[src/rtl/mavg_pkg.sv]
// Shared types, defaults and window helper for the moving-average sequencer.
// The MAVG_SEQ_WARMUP_EN build macro enables the FILL stage in the sequencer.
package mavg_pkg;

  typedef enum logic [1:0] {
    CLEAR = 2'd0,
    FILL  = 2'd1,
    RUN   = 2'd2
  } seq_state_t;

  localparam int DATA_IN_LEN_DEFAULT = 10;
  localparam int FILL_CNT_W          = 5;

  localparam logic [1:0] SEL_TAPS_2  = 2'b00;
  localparam logic [1:0] SEL_TAPS_4  = 2'b01;
  localparam logic [1:0] SEL_TAPS_8  = 2'b10;
  localparam logic [1:0] SEL_TAPS_16 = 2'b11;

  // Window length for a width code: 2^(code+1) taps.
  function automatic logic [FILL_CNT_W-1:0] window_len(input logic [1:0] code);
    return 5'd2 << code;
  endfunction

endpackage

[src/rtl/mavg_fill_counter.sv]
// Counts results returned since the last filter clear; done flags the result
// that completes the window. Only instantiated when MAVG_SEQ_WARMUP_EN is defined.
module mavg_fill_counter
  import mavg_pkg::*;
(
  input  logic                  clk,
  input  logic                  reset,
  input  logic                  clear,
  input  logic                  inc,
  input  logic [FILL_CNT_W-1:0] target,
  output logic                  done
);

  logic [FILL_CNT_W-1:0] count;

  always_ff @(posedge clk or posedge reset) begin
    if (reset) begin
      count <= '0;
    end else if (clear) begin
      count <= '0;
    end else if (inc) begin
      count <= count + 5'd1;
    end
  end

  assign done = inc && ((count + 5'd1) == target);

endmodule

[src/rtl/moving_average_sequencer.sv]
// Paces samples into the moving-average filter bank, one in flight at a time.
// Define MAVG_SEQ_WARMUP_EN to suppress partial-window results after each clear.
module moving_average_sequencer
  import mavg_pkg::*;
#(
  parameter int DATA_IN_LEN = DATA_IN_LEN_DEFAULT
) (
  input  logic                   clk,
  input  logic                   reset,
  input  logic [DATA_IN_LEN-1:0] s_data_i,
  input  logic                   s_valid_i,
  output logic                   s_ready_o,
  input  logic [1:0]             sel_req_i,
  input  logic                   sel_load_i,
  output logic [DATA_IN_LEN-1:0] flt_data_o,
  output logic                   flt_strobe_o,
  output logic [1:0]             flt_sel_o,
  output logic                   flt_clear_o,
  input  logic [DATA_IN_LEN-1:0] flt_data_i,
  input  logic                   flt_strobe_i,
  output logic [DATA_IN_LEN-1:0] m_data_o,
  output logic                   m_valid_o,
  input  logic                   m_ready_i,
  output logic                   busy_o
);

  seq_state_t state;
  logic       pending;
  logic       change_pending;
  logic [1:0] sel_next;
  logic       accept;
  logic       result_in;
  logic       apply_change;

  assign s_ready_o    = (state != CLEAR) && !pending && !change_pending &&
                        !(m_valid_o && !m_ready_i);
  assign accept       = s_valid_i && s_ready_o;
  assign result_in    = flt_strobe_i && pending;
  assign apply_change = change_pending && !pending;

  // flt_clear_o stands in for the CLEAR state so busy_o stays low under reset.
  assign busy_o = flt_clear_o || (state == FILL) || change_pending;

`ifdef MAVG_SEQ_WARMUP_EN
  logic fill_done;

  mavg_fill_counter u_fill_counter (
    .clk    (clk),
    .reset  (reset),
    .clear  (state == CLEAR),
    .inc    (result_in && (state == FILL)),
    .target (window_len(flt_sel_o)),
    .done   (fill_done)
  );
`endif

  always_ff @(posedge clk or posedge reset) begin
    if (reset) begin
      state          <= CLEAR;
      pending        <= 1'b0;
      change_pending <= 1'b0;
      sel_next       <= SEL_TAPS_2;
      flt_data_o     <= '0;
      flt_strobe_o   <= 1'b0;
      flt_sel_o      <= SEL_TAPS_2;
      flt_clear_o    <= 1'b0;
      m_data_o       <= '0;
      m_valid_o      <= 1'b0;
    end else begin
      flt_strobe_o <= 1'b0;
      if (m_valid_o && m_ready_i) begin
        m_valid_o <= 1'b0;
      end
      if (accept) begin
        flt_data_o   <= s_data_i;
        flt_strobe_o <= 1'b1;
        pending      <= 1'b1;
      end

      case (state)
        CLEAR: begin
          // Right after reset the pulse is raised here; a width change enters with it already high.
          flt_clear_o <= !flt_clear_o;
          if (flt_clear_o) begin
`ifdef MAVG_SEQ_WARMUP_EN
            state <= FILL;
`else
            state <= RUN;
`endif
          end
        end
`ifdef MAVG_SEQ_WARMUP_EN
        FILL: begin
          if (result_in) begin
            pending <= 1'b0;
            if (fill_done) begin
              m_data_o  <= flt_data_i;
              m_valid_o <= 1'b1;
              state     <= RUN;
            end
          end
        end
`endif
        RUN: begin
          if (result_in) begin
            pending   <= 1'b0;
            m_data_o  <= flt_data_i;
            m_valid_o <= 1'b1;
          end
        end
        default: state <= CLEAR;
      endcase

      if (apply_change) begin
        flt_sel_o      <= sel_next;
        change_pending <= 1'b0;
        flt_clear_o    <= 1'b1;
        state          <= CLEAR;
      end
      // A load in the same cycle as an apply starts a fresh pending change.
      if (sel_load_i) begin
        change_pending <= 1'b1;
        sel_next       <= sel_req_i;
      end
    end
  end

endmodule

[config.mk]
export PLATFORM = sky130hd
export DESIGN_NAME = moving_average_sequencer
export DESIGN_NICKNAME = d
export VERILOG_FILES = /design/src/rtl/mavg_pkg.sv /design/src/rtl/mavg_fill_counter.sv /design/src/rtl/moving_average_sequencer.sv
export SDC_FILE = /design/constraint.sdc
export NUM_CORES = 1
export LEC_CHECK = 0
export CAP_MARGIN = 20
export CORE_UTILIZATION = 25
export CTS_CLUSTER_DIAMETER = 80
export DETAILED_ROUTE_END_ITERATION = 10
export GPL_ROUTABILITY_DRIVEN = 0
export GPL_TIMING_DRIVEN = 0
export PLACE_DENSITY = 0.5
export SLEW_MARGIN = 20
export SYNTH_ARGS = -nofsm -noshare
export SYNTH_HDL_FRONTEND = slang
export SYNTH_SLANG_ARGS = --single-unit
export TNS_END_PERCENT = 1
[constraint.sdc]
create_clock -name clk -period 1.51 [get_ports clk]
set_input_delay 0.302 -clock clk [delete_from_list [all_inputs] [get_ports clk]]
set_output_delay 0.302 -clock clk [all_outputs]
set_load 0.01 [all_outputs]
==> key figures <==
Clock tree
  – CTS tree: built
  – CTS Sinks: 30
  – CTS Buf Count: 5
  – Root buffer cell: clkbuf_8
  – Clock slew at reported path FFs: about 0.060 ns
  – Worst skew pair latency: around 0.28 ns
  – Htree depth: 2
  – Clock Path Buffers: 2

Synthesis
  – Warning count from the yosys run: 0
  – Synth area leaders: dfrtp_1, mux2_2, mux2_4
  – Avg Cell Area, Syn: 15.3 um^2
  – Distinct cell type count after synthesis: 17
  – Mapped Nets: 104
  – Synth Instances: 76
  – Synth Register Bits: 30
  – Synth area leader: dfrtp_1
  – Cell area after synthesis: 1160 um^2
  – Post-synth top area share: 64.6%
  – Register area share after synthesis: 64.6%

Placed design
  – DP HPWL: 1810 um
  – Place WS: -0.373 ns
  – PortBufs: 54

Run status
  – Outcome: complete, no violations

Pwr
  – Max VDD drop: ~0.84 mV
  – PnR Total Power: between 0.003 and 0.004 W
  – Cell area power density: 1850 nW/um^2
  – Leakage: 0.945 nW

Setup path
  – WP data arrival: 1.16 ns
  – Worst path cell trace: clkdlybuf4s50_1
  – Top cell family by delay on the critical path: buffers and inverters
  – R2r worst-path depth: 4
  – Worst endpoint required time: approximately 1.2 ns
  – Worst setup SP type: flip-flop
  – CP max-delay cell: clkdlybuf4s50_1
  – Crit path largest cell delay: about 0.54 ns
  – Crit end category: output pin
  – Max Fanout on Critical Path: 2
  – Reg2reg setup slack: 0.10 ns
  – Crit Reg-Reg Startpoint: change_pending
  – FF-to-FF End: flt_data_o[5]
  – Crit path kind: reg -> out
  – Worst Path Buf+Inv: 1

Finish
  – Fin nets: 168
  – Synthesis-to-finish area growth: 63.0%
  – Most common cell after layout, fill and taps aside: clkdlybuf4s50_1
  – Fillers: 421
  – Share of cells above drive strength 1: 28.6%
  – # diodes: 0
  – Most frequent cells in the layout: clkdlybuf4s50_1, dfrtp_1, mux2_2

GRT
  – Initial antenna violation count: 0
  – Total track usage: around 12%
  – Largest net degree at the start of global routing: 31
  – Met1 GRT Util: 12.7%
  – GR peak layer: met2
  – GR Layer Usage met3: 5.92%
  – Met2 Use GR: a little under a fifth
  – GR Overflow Total: 0
  – First-pass GRT wire length: 4240 um
  – Vias in the first global route: 883

Timing
  – Relative slew slack: between 50% and 60%
  – Clock Skew: about 0.0049 ns
  – Final setup violation count: 0
  – Hold_ws: 0.426 ns
  – FMAX: a little under 0.7 GHz
  – Hold Vio Cnt, Final: 0
  – Final worst-path setup slack: a little under 0.05 ns
  – Worst-Margin Slew: ~0.64 ns
  – Minimum clock period: 1.46 ns
  – RSZ-0062 raised after global routing: false
  – Max-slew violations: 0
  – Post-route clock period utilization: just under 100%

Route
  – Number of DRC markers in iteration 0: 2
  – Pre-Repair DR Iteration Count: 3
  – Average wire per standard cell: 13.3 um
  – DRC viols: 0
  – Final wirelength: 2560 um
  – Detailed-route vias per instance: ~4.2
  – Final antenna-violating net count: 0
  – Vias: 814

Die
  – Io pins: between 50 and 60
  – Row cnt: 24
  – Die Y: 70.2 um
  – Core footprint: 4410 um^2
  – Initial Util: 26.3%
  – Die ar.: about 5000 um^2
  – DIE WIDTH: 70.2 um

Flow run
  – Max_cap viols: 0

Min path
  – HP Class: in -> async
-- kinds of logic (layout without fill, tap and decap cells) --
| kind of cell | after synthesis | after routing | share of synthesized area [%] |
|---|---|---|---|
| simple gates | 18 | 18 | 7.75 |
| xor+xnor | 1 | 1 | 0.754 |
| compound gates | 2 | 2 | 1.29 |
| buf+inv | 3 | 67 | 1.72 |
| mux | 22 | 22 | 23.9 |
| flops | 30 | 30 | 64.6 |
-- synth_stat cells --
master and n:
a21o_1 1, and2b_1 1, and3_1 1, and4_4 1, buf_2 1, buf_6 1
dfrtp_1 30, inv_1 1, mux2_2 14, mux2_4 8, nand2_1 8, nand2b_1 2
nand3_1 1, nor2_1 3, o21a_1 1, or2_2 1, xor2_1 1
-- power breakdown --
part	total [W]	switching, W	internal [W]
Clock	0.000589	0.000281	0.000308
Sequential	0.00137	0.000201	0.00117
Combinational	0.00155	0.000555	0.000992
Total	0.00351	0.00104	0.00247
-- worst max-delay path by stage --
stage / from / endpoint / slack, ns / cells after the start
finish: flt_data_o[5] / flt_data_o[5] / 0.05 / 1
global route: flt_data_o[2] / flt_data_o[2] / 0.002 / 1
CTS: flt_sel_o[1] / flt_sel_o[1] / 0.01 / 1
detailed placement: m_ready_i / s_ready_o / -0.37 / 4
global placement: m_ready_i / s_ready_o / -0.37 / 4
floorplan: change_pending / flt_data_o[0] / 0.19 / 4
-- final cells by class --
| class | count | area (um^2) | area share [%] |
|---|---|---|---|
| well taps | 52 | 65.1 | 3.43 |
| clock buffers | 5 | 68.8 | 3.63 |
| clock inverters | 2 | 10.0 | 0.528 |
| multi-input cells | 43 | 399 | 21.1 |
| plain buffers | 2 | 18.8 | 0.991 |
| flip-flops and latches | 30 | 751 | 39.6 |
| repair buffers | 57 | 578 | 30.5 |
| inverters | 1 | 3.75 | 0.198 |
-- stage by stage --
step | TNS, ns | cell area (um^2) | util, % | cells
after floorplan | 0 | 1160 | - | 76
after global placement | -8.76 | 1770 | 40.1 | 182
after detailed placement | -3.65 | 1770 | 40.1 | 182
after CTS | 0 | 1860 | 42.2 | 192
after global routing | 0 | 1890 | 42.9 | 192
final | 0 | 1890 | 42.9 | 192
-- per-layer routing --
metal | wire length, um | vias to the layer above
li1 | - | 384
met2 | 1290 | 35
met1 | 1040 | 389
met5 | 0 | -
met4 | 38 | 0
met3 | 191 | 6
-- sequential cells by signal (all words and copies together), names as in the netlist --
register,flops
state,1
flt_sel_o,2
m_valid_o,1
change_pending,1
flt_clear_o,1
flt_data_o,10
sel_next,2
pending,1
flt_strobe_o,1
m_data_o,10
-- what timing repair did --
action | 4_1_cts | 5_1_grt
buffers inserted | 3 | 0
setup endpoints to repair | 3 | 17
gates resized for setup | 11 | 12
hold buffers | 0 | 0
Power figures use the tool's default switching activity.
